File: src/rtl/red_and_pkg.sv
// Shared types and helpers for the streaming AND-reduction sequencer.
package red_and_pkg;

  typedef enum logic {
    ACCUM = 1'b0,
    RESP  = 1'b1
  } red_and_state_e;

  // Width of a counter that must hold 0..max_beats inclusive.
  function automatic int calc_cw(input int max_beats);
    return $clog2(max_beats + 1);
  endfunction

endpackage

File: src/rtl/red_and_sequencer_red_and.sv
// Single-beat AND reduction used as the shared per-beat datapath.
module RedAnd #(
  parameter int width = 8
) (
  input  logic [width-1:0] in_i,
  output logic             z_o
);

  assign z_o = &in_i;

endmodule

File: src/rtl/red_and_sequencer.sv
// Folds a multi-beat operand through one RedAnd and returns AND, beat count,
// first-zero index and overflow flag as one registered result per transaction.
module red_and_sequencer
  import red_and_pkg::*;
#(
  parameter int  width     = 8,
  parameter int  max_beats = 16,
  localparam int cw        = calc_cw(max_beats)
) (
  input  logic             clk_i,
  input  logic             rst_ni,
  input  logic             in_valid_i,
  output logic             in_ready_o,
  input  logic [width-1:0] in_data_i,
  input  logic             in_last_i,
  output logic             out_valid_o,
  input  logic             out_ready_i,
  output logic             out_z_o,
  output logic [cw-1:0]    out_beats_o,
  output logic             out_fz_valid_o,
  output logic [cw-1:0]    out_fz_idx_o,
  output logic             out_ovf_o
);

  localparam logic [cw-1:0] last_cnt_lp = cw'(max_beats - 1);

  red_and_state_e  state_q;
  logic            acc_q, acc_d;
  logic [cw-1:0]   cnt_q, cnt_d;
  logic            fz_seen_q, fz_seen_d;
  logic [cw-1:0]   fz_idx_q, fz_idx_d;

  logic            res_z_q;
  logic [cw-1:0]   res_beats_q;
  logic            res_fz_valid_q;
  logic [cw-1:0]   res_fz_idx_q;
  logic            res_ovf_q;

  logic            bz_s;
  logic            accept_s;
  logic            term_s;

  RedAnd #(.width(width)) u_red_and (
    .in_i (in_data_i),
    .z_o  (bz_s)
  );

  // Accumulator values as they would be after folding the current beat.
  always_comb begin
    accept_s  = in_valid_i && (state_q == ACCUM);
    acc_d     = acc_q & bz_s;
    cnt_d     = cnt_q + {{(cw-1){1'b0}}, 1'b1};
    fz_seen_d = fz_seen_q | ~bz_s;
    if (!bz_s && !fz_seen_q) begin
      fz_idx_d = cnt_q;
    end else begin
      fz_idx_d = fz_idx_q;
    end
    term_s = accept_s && (in_last_i || (cnt_q == last_cnt_lp));
  end

  always_ff @(posedge clk_i or negedge rst_ni) begin
    if (!rst_ni) begin
      state_q        <= ACCUM;
      acc_q          <= 1'b1;
      cnt_q          <= '0;
      fz_seen_q      <= 1'b0;
      fz_idx_q       <= '0;
      res_z_q        <= 1'b1;
      res_beats_q    <= '0;
      res_fz_valid_q <= 1'b0;
      res_fz_idx_q   <= '0;
      res_ovf_q      <= 1'b0;
    end else begin
      case (state_q)
        ACCUM: begin
          if (term_s) begin
            res_z_q        <= acc_d;
            res_beats_q    <= cnt_d;
            res_fz_valid_q <= fz_seen_d;
            res_fz_idx_q   <= fz_idx_d;
            res_ovf_q      <= ~in_last_i;
            acc_q          <= 1'b1;
            cnt_q          <= '0;
            fz_seen_q      <= 1'b0;
            fz_idx_q       <= '0;
            state_q        <= RESP;
          end else if (accept_s) begin
            acc_q     <= acc_d;
            cnt_q     <= cnt_d;
            fz_seen_q <= fz_seen_d;
            fz_idx_q  <= fz_idx_d;
          end else begin
            state_q <= ACCUM;
          end
        end
        RESP: begin
          // Result stays frozen until the consumer takes it.
          if (out_ready_i) begin
            state_q <= ACCUM;
          end else begin
            state_q <= RESP;
          end
        end
        default: state_q <= ACCUM;
      endcase
    end
  end

  assign in_ready_o     = (state_q == ACCUM);
  assign out_valid_o    = (state_q == RESP);
  assign out_z_o        = res_z_q;
  assign out_beats_o    = res_beats_q;
  assign out_fz_valid_o = res_fz_valid_q;
  assign out_fz_idx_o   = res_fz_idx_q;
  assign out_ovf_o      = res_ovf_q;

endmodule

File: config.mk
export PLATFORM = sky130hd
export DESIGN_NAME = red_and_sequencer
export DESIGN_NICKNAME = d
export VERILOG_FILES = /design/src/rtl/red_and_pkg.sv /design/src/rtl/red_and_sequencer_red_and.sv /design/src/rtl/red_and_sequencer.sv
export SDC_FILE = /design/constraint.sdc
export NUM_CORES = 1
export LEC_CHECK = 0
export ABC_CLOCK_PERIOD_IN_PS = 3100
export BUFFER_PORTS_ARGS = -buffer_cell sky130_fd_sc_hd__buf_2
export CAP_MARGIN = 20
export CORE_MARGIN = 1
export CORE_UTILIZATION = 35
export DETAILED_ROUTE_END_ITERATION = 6
export GPL_TIMING_DRIVEN = 1
export PLACE_DENSITY_LB_ADDON = 0.1
export SYNTH_ARGS = -nofsm -noshare
export SYNTH_HDL_FRONTEND = slang
export SYNTH_SLANG_ARGS = --single-unit
File: constraint.sdc
create_clock -name clk_i -period 3.1 [get_ports clk_i]
set_clock_uncertainty 0.2 [all_clocks]
set_input_delay 0.155 -clock clk_i [delete_from_list [all_inputs] [get_ports clk_i]]
set_output_delay 0.155 -clock clk_i [all_outputs]
set_load 0.005 [all_outputs]
==> summary.txt, run 1 <==
Highest clock rate - 391 MHz
HP Class - in2reg
Dominant cell type by area after synthesis - dfrtp_1
Post-synth top area share - 52.3%
Core ar. - 3080 um^2
R2r worst-path depth - 6
Antenna Cells - 0
Sequential share of the synthesized area - 56.9%
Yosys synthesis warning count - 0
Yosys reg bits - 26
Worst Path Arrival - 2.57 ns
Compound-Gate Fraction of Synth Area - 16.4%
PostCTS Resize Cnt - 0
Crit Path Max Fanout - 27
I/O pin cnt - 28
Post-DP HPWL - 1580 um
DP Worst Slack - 0.550 ns
Largest cells by area after synthesis - dfrtp_1 (52%), o21ai_0 (8.3%), nand2_1 (5.9%), dfstp_2 (4.6%), mux2i_1 (4.4%)
Insertion delay to the later sink of the worst-skew pair - 0.31 ns
Initial antenna violation count - 0
GRT Residual Overflow - 0
Setup slack after layout - 0.542 ns
Final Util - 44.6%
Unrepaired setup endpoints after global routing - no
Hold path depth - 4
Num Clock Sinks - 26
Max_cap viols - 0
PD cells - 573 nW/um^2
Layout cell share with drive strength beyond 1 - 26.7%
Cts bufs inserted - 3
Comb pwr share - 22.7%
Period minus WS final - 2.56 ns
Vias in the first global route - 905
Rows - 20
Routed vias/inst - 4.83
Sequential power share - 55.6%
Post-synthesis mux area share - 4.36%
Syn_area_per_cell - 11.0 um^2
Clock-pin slew on the worst setup and hold paths - 0.14 ns
CTS tree - yes
Port Buffers - 27
Fin crit share - 82.5%
Setup TNS - 0 ns
Vias post-DR - 864
Final setup viols - 0
Post-synthesis xor/xnor area fraction - 1.53%
Nets - 151
GRT Overall Usage - 15.4%
Startpoint types - register
Status - finished, final reports clean
Register area - 653 um^2
Adder-cell share of the synthesized area - 2.18%
Worst EP required - 3.11 ns
Worst IR Drop VDD - 0.177 mV
Pint - 0.000548 W
Switching Share - 30.3%
Pre-Repair DR Iteration Count - 4
Slew Viols, Final - 0
Clock share of power - 21.7%
Hold_ws - 0.0518 ns
Routed len/inst - 12.7 um
CTS H-tree lvls - 1
Total Routed Length - 2270 um
Effective utilization at floorplan - 37.3%
Die ar. - 3510 um^2
Initial DRC Count - 18
Post-synthesis simple-gate area fraction - 14.7%
DRC - 0
Tightest Pin Transition - 0.582 ns
LEAKAGE - 0.666 nW
Slew margin rel. - 61.2%
Detail Route Antenna Nets - 0
Main combinational cell family by area after synthesis - compound AO/OA/AOI/OAI gates
Netlist cell types - 28
Multi-input gate area - 450 um^2
Area delta synth->final - 19.4%
Worst setup EP type - register
Netlist Area Pre-Place - 1150 um^2
Final Hold Viols - 0
Die W - 59.3 um
Clock Tree Root - clkbuf_4
Gpl congestion - 0.781
Switch Pwr - 0.000238 W
First-pass GRT wire length - 4020 um
Tot Pwr - 0.000786 W
Largest net degree at the start of global routing - 28
Post-synth net total - 119
Synth Instances - 104
Crit path kind - reg2reg
Number of fill cells - 320
# Post-CTS Setup Buffers - 0
Die Ht - 59.3 um
Max Buffers Root-to-Sink - 2
==> metal layers <==
layer  part of all wire, %  track usage [%]  up-vias
li1                      -                -      426
met1                    50             20.3      422
met2                    46             25.2       14
met3                   2.2             1.97        2
met4                  0.84             7.14        0
met5                     0                0        -
==> cells by family after synthesis <==
kind of cell / after synthesis
AO/OA/AOI/OAI: 31
XOR/XNOR: 2
adder cells (fa/ha/maj): 2
buffers and inverters: 6
flip-flops: 26
multiplexers: 5
AND/OR/NAND/NOR: 32
==> metrics by stage <==
stage	instance area, um^2	cells
6_report	1370	179
5_1_grt	1370	179
4_1_cts	1370	179
3_5_place_dp	1310	172
3_3_place_gp	1310	172
2_1_floorplan	1150	104
==> area by class of cell <==
type                    instances  share of cell area, %
clock buffers                   4                   2.65
multi-input cells              72                   32.8
well taps                      44                   4.01
repair buffers                 30                   12.0
flip-flops and latches         26                   47.6
inverters                       3                  0.821
==> state kept, by name, summed over array words and instances (netlist names) <==
| register | count |
|---|---|
| out_valid_o | 1 |
| out_fz_idx_o | 5 |
| acc_q | 1 |
| cnt_q | 5 |
| out_fz_valid_o | 1 |
| out_beats_o | 5 |
| out_ovf_o | 1 |
| fz_idx_q | 5 |
| fz_seen_q | 1 |
| out_z_o | 1 |
==> cells in the mapped netlist <==
cell type and number:
dfrtp_1 24, o21ai_0 19, nand2_1 18, a22o_1 5, mux2i_1 5, buf_6 3, inv_1 3, nor2_1 3
a21oi_1 2, dfstp_2 2, ha_1 2, nand4_1 2, a21o_1 1, and2b_1 1, and3_1 1, nand2_8 1
nand2b_1 1, nand3_1 1, nor2_4 1, nor2b_1 1, nor3_1 1, o21a_1 1, o21bai_2 1, o22ai_1 1
o31ai_1 1, or4b_1 1, xnor2_1 1, xor2_1 1
==> timing repair <==
item	CTS	global route
hold buffers	3	0
endpoints found under the setup margin	0	0
endpoints found under the hold margin	28	0
==> placed cells by master, fill, tap and decap left out <==
| cell | synthesis | layout |
|---|---|---|
| mux2i_1 | 5 | 5 |
| nand2b_1 | 1 | 1 |
| buf_2 | 0 | 27 |
| ha_1 | 2 | 2 |
| a22o_1 | 5 | 5 |
| nor2b_1 | 1 | 1 |
| and3_1 | 1 | 1 |
| o21a_1 | 1 | 1 |
| xnor2_1 | 1 | 1 |
| or4b_1 | 1 | 1 |
| o21bai_2 | 1 | 1 |
| clkbuf_8 | 0 | 1 |
| o22ai_1 | 1 | 1 |
| nand4_1 | 2 | 2 |
| a21oi_1 | 2 | 2 |
| dlygate4sd3_1 | 0 | 3 |
| inv_1 | 3 | 3 |
| dfrtp_1 | 24 | 24 |
| o31ai_1 | 1 | 1 |
| and2b_1 | 1 | 1 |
| xor2_1 | 1 | 1 |
| nand3_1 | 1 | 1 |
| o21ai_0 | 19 | 19 |
| nor3_1 | 1 | 1 |
| nor2_1 | 3 | 3 |
| nand2_1 | 18 | 18 |
| a21o_1 | 1 | 1 |
| clkbuf_4 | 0 | 3 |
| nand2_8 | 1 | 1 |
| nor2_4 | 1 | 1 |
| dfstp_2 | 2 | 2 |
==> worst max-delay path: stages, from the launching register on <==
cell	delay (ns)
dfrtp_1	0.47
ha_1	0.27
and3_1	0.20
ha_1	0.20
or4b_1	0.72
nand2_8	0.27
o21ai_0	0.12
==> power groups by stage <==
stage | clock network (W) | logic (W) | registers [W]
finish | 0.000170 | 0.000179 | 0.000437
detailed placement | 0 | 0.000179 | 0.000445
global route | 0.000193 | 0.000207 | 0.000446
floorplan | 0 | 0.000112 | 0.000439
CTS | 0.000183 | 0.000183 | 0.000438
global placement | 0 | 0.000179 | 0.000443
==> final timing paths <==
| path | to | slack (ns) | startpoint |
|---|---|---|---|
| setup / recovery | out_beats_o[2] | 0.54 | cnt_q[0] |
| hold / removal | cnt_q[0] | 0.05 | in_valid_i |
| setup reg to reg | out_beats_o[2] | 0.54 | cnt_q[0] |
| hold reg to reg | out_fz_idx_o[4] | 0.29 | out_fz_idx_o[4] |
| max in group asynchronous | acc_q | 2.17 | rst_ni |
| min in group asynchronous | out_fz_valid_o | 0.15 | rst_ni |
(Power assumes the default switching activity.)
==> run 2, diff against run 1 <==
--- a/config.mk
+++ b/config.mk
@@ -5,7 +5,7 @@
 export SDC_FILE = /design/constraint.sdc
 export NUM_CORES = 1
 export LEC_CHECK = 0
-export ABC_CLOCK_PERIOD_IN_PS = 3100
+export ABC_CLOCK_PERIOD_IN_PS = 2500
 export BUFFER_PORTS_ARGS = -buffer_cell sky130_fd_sc_hd__buf_2
 export CAP_MARGIN = 20
 export CORE_MARGIN = 1
==> constraint.sdc (replaced) <==
create_clock -name clk_i -period 2.5 [get_ports clk_i]
set_clock_uncertainty 0.2 [all_clocks]
set_input_delay 0.125 -clock clk_i [delete_from_list [all_inputs] [get_ports clk_i]]
set_output_delay 0.125 -clock clk_i [all_outputs]
set_load 0.005 [all_outputs]
==> run 2 against run 1 <==
Effect of this change:
- sequential cell count is the same
- register-to-register slack lost 0.36 ns
- cell count grew 0.56%
- non-clock buffer count grew 1
- wire length shrank 6.7%
- power grew 25%
- first-iteration DRC count is the same
- sequential share of layout area shrank 0.39 points
- critical endpoint is now cnt_q[2]
==> summary.txt, run 2 (synthesized netlist as in run 1, its figures left out) <==
PD cells - 708 nW/um^2 (was 573 nW/um^2)
Worst EP required - 2.55 ns (was 3.11 ns)
Wire length on met2 - 936 um (was 1050 um)
HP Start - in_data_i[5] (was in_valid_i)
Reg-to-reg slack, setup - 0.18 ns (was 0.54 ns)
Layout cell share with drive strength beyond 1 - 27.9% (was 26.7%)
Highest clock rate - 431 MHz (was 391 MHz)
Core ar. - 3080 um^2 (unchanged)
Startpoint types - register (unchanged)
GRT Residual Overflow - 0 (unchanged)
I/O pin cnt - 28 (unchanged)
Vias in the first global route - 789 (was 905)
Nets - 152 (was 151)
Clock-pin slew on the worst setup and hold paths - 0.14 ns (about the same)
Vias post-DR - 828 (was 864)
Status - finished, final reports clean (unchanged)
DR top layer - met4 (unchanged)
Final Hold Viols - 0 (unchanged)
Wire length on met3 - 66 um (was 51 um)
GRT Overall Usage - 13.9% (was 15.4%)
Fin crit share - 92.7% (was 82.5%)
Die W - 59.3 um (unchanged)
Slew Viols, Final - 0 (unchanged)
Hold-critical path endpoint - out_z_o (was cnt_q[0])
Rows - 20 (unchanged)
Worst setup EP type - register (unchanged)
Die Ht - 59.3 um (unchanged)
Routed vias/inst - 4.60 (was 4.83)
Tightest Pin Transition - 0.575 ns (was 0.582 ns)
Worst IR Drop VDD - 0.241 mV (was 0.177 mV)
Post-DP HPWL - 1530 um (was 1580 um)
Worst Path Arrival - 2.37 ns (was 2.57 ns)
Routed len/inst - 11.7 um (was 12.7 um)
Cts bufs inserted - 3 (unchanged)
Unrepaired setup endpoints after global routing - no (unchanged)
Initial DRC Count - 18 (unchanged)
RR Endpoint - cnt_q[2] (was out_beats_o[2])
Number of fill cells - 323 (was 320)
Num Clock Sinks - 26 (unchanged)
Crit path kind - reg2reg (unchanged)
CTS H-tree lvls - 1 (unchanged)
Commonest non-fill, non-tap cell in the layout - buf_2 (unchanged)
Period minus WS final - 2.32 ns (was 2.56 ns)
Max_cap viols - 0 (unchanged)
Die ar. - 3510 um^2 (unchanged)
Pre-Repair DR Iteration Count - 4 (unchanged)
R2r worst-path depth - 7 (was 6)
Max Buffers Root-to-Sink - 2 (unchanged)
Gpl congestion - 0.838 (was 0.781)
Insertion delay to the later sink of the worst-skew pair - 0.32 ns (was 0.31 ns)
LEAKAGE - 0.672 nW (was 0.666 nW)
Total Routed Length - 2110 um (was 2270 um)
Detail Route Antenna Nets - 0 (unchanged)
HP Class - in2reg (unchanged)
# Post-CTS Setup Buffers - 0 (unchanged)
Setup TNS - 0 ns (unchanged)
Critical R2R Launch - cnt_q[1] (was cnt_q[0])
Effective utilization at floorplan - 37.3% (unchanged)
Area delta synth->final - 20.4% (was 19.4%)
Wl on met1 - 1090 um (was 1140 um)
First-pass GRT wire length - 3630 um (was 4020 um)
Antenna Cells - 0 (unchanged)
Crit Path Max Fanout - 9 (was 27)
Slew margin rel. - 61.7% (was 61.2%)
Most frequent cells in the layout - buf_2 (27), dfrtp_1 (24), o21ai_0 (19) (unchanged)
Tot Pwr - 0.000979 W (was 0.000786 W)
CTS tree - yes (unchanged)
DRC - 0 (unchanged)
Final setup viols - 0 (unchanged)
Port Buffers - 27 (unchanged)
Initial antenna violation count - 0 (unchanged)
Largest net degree at the start of global routing - 28 (unchanged)
Hold path depth - 5 (was 4)
Clock Tree Root - clkbuf_4 (unchanged)
-- run 2: per-stage QoR --
stage | std cells | hold WS (ns) | setup slack [ns] | util (%) | area (um^2)
after global routing | 180 | 0.0575 | 0.0222 | 44.9 | 1380
after global placement | 173 | -0.0389 | 0.0827 | 42.6 | 1310
after floorplan | 104 | -0.371 | 0.240 | - | 1150
after CTS | 180 | 0.0190 | 0.176 | 44.9 | 1380
final | 180 | 0.0195 | 0.182 | 44.9 | 1380
after detailed placement | 173 | -0.0372 | 0.0175 | 42.6 | 1310
-- run 2: layer usage --
layer	track usage, %	vias up
met5	0	-
met4	6.12	0
met3	1.97	2
met2	20.7	15
met1	19.9	385
li1	-	426
-- run 2: power by group --
part | switching (W) | internal, W
registers | 0.0000424 | 0.000491
clock network | 0.000125 | 0.0000890
logic | 0.000125 | 0.000107
-- run 2: worst max path at each step --
stage / startpoint / to / slack [ns]
after detailed placement: cnt_q[1] / out_fz_valid_o / 0.02
after global routing: cnt_q[1] / cnt_q[2] / 0.02
after CTS: cnt_q[1] / out_fz_valid_o / 0.18
final: cnt_q[1] / cnt_q[2] / 0.18
after floorplan: cnt_q[0] / out_fz_valid_o / 0.24
after global placement: cnt_q[1] / out_beats_o[3] / 0.08
-- run 2: area by class of cell --
cell class                 instances  area, um^2  share of cell area (%)
sequential                        26         653                    47.2
multi-input combinational         72         454                    32.9
timing repair buffer              31         173                    12.5
tap                               44        55.1                    3.98
clock buffer                       4        36.3                    2.62
inverter                           3        11.3                   0.814
-- run 2: critical path, stage by stage, from the launching register on --
cell	delay [ns]
dfrtp_1	0.45
ha_1	0.25
and3_1	0.20
ha_1	0.21
or4b_4	0.59
o21ai_0	0.20
nand2_1	0.07
o21ai_0	0.08
-- run 2: what timing repair did --
| item | in CTS | in global routing |
|---|---|---|
| hold endpoints to repair | 28 | 0 |
| hold buffers | 3 | 0 |
| endpoints found under the setup margin | 5 | 0 |
| resized for setup | 1 | 0 |
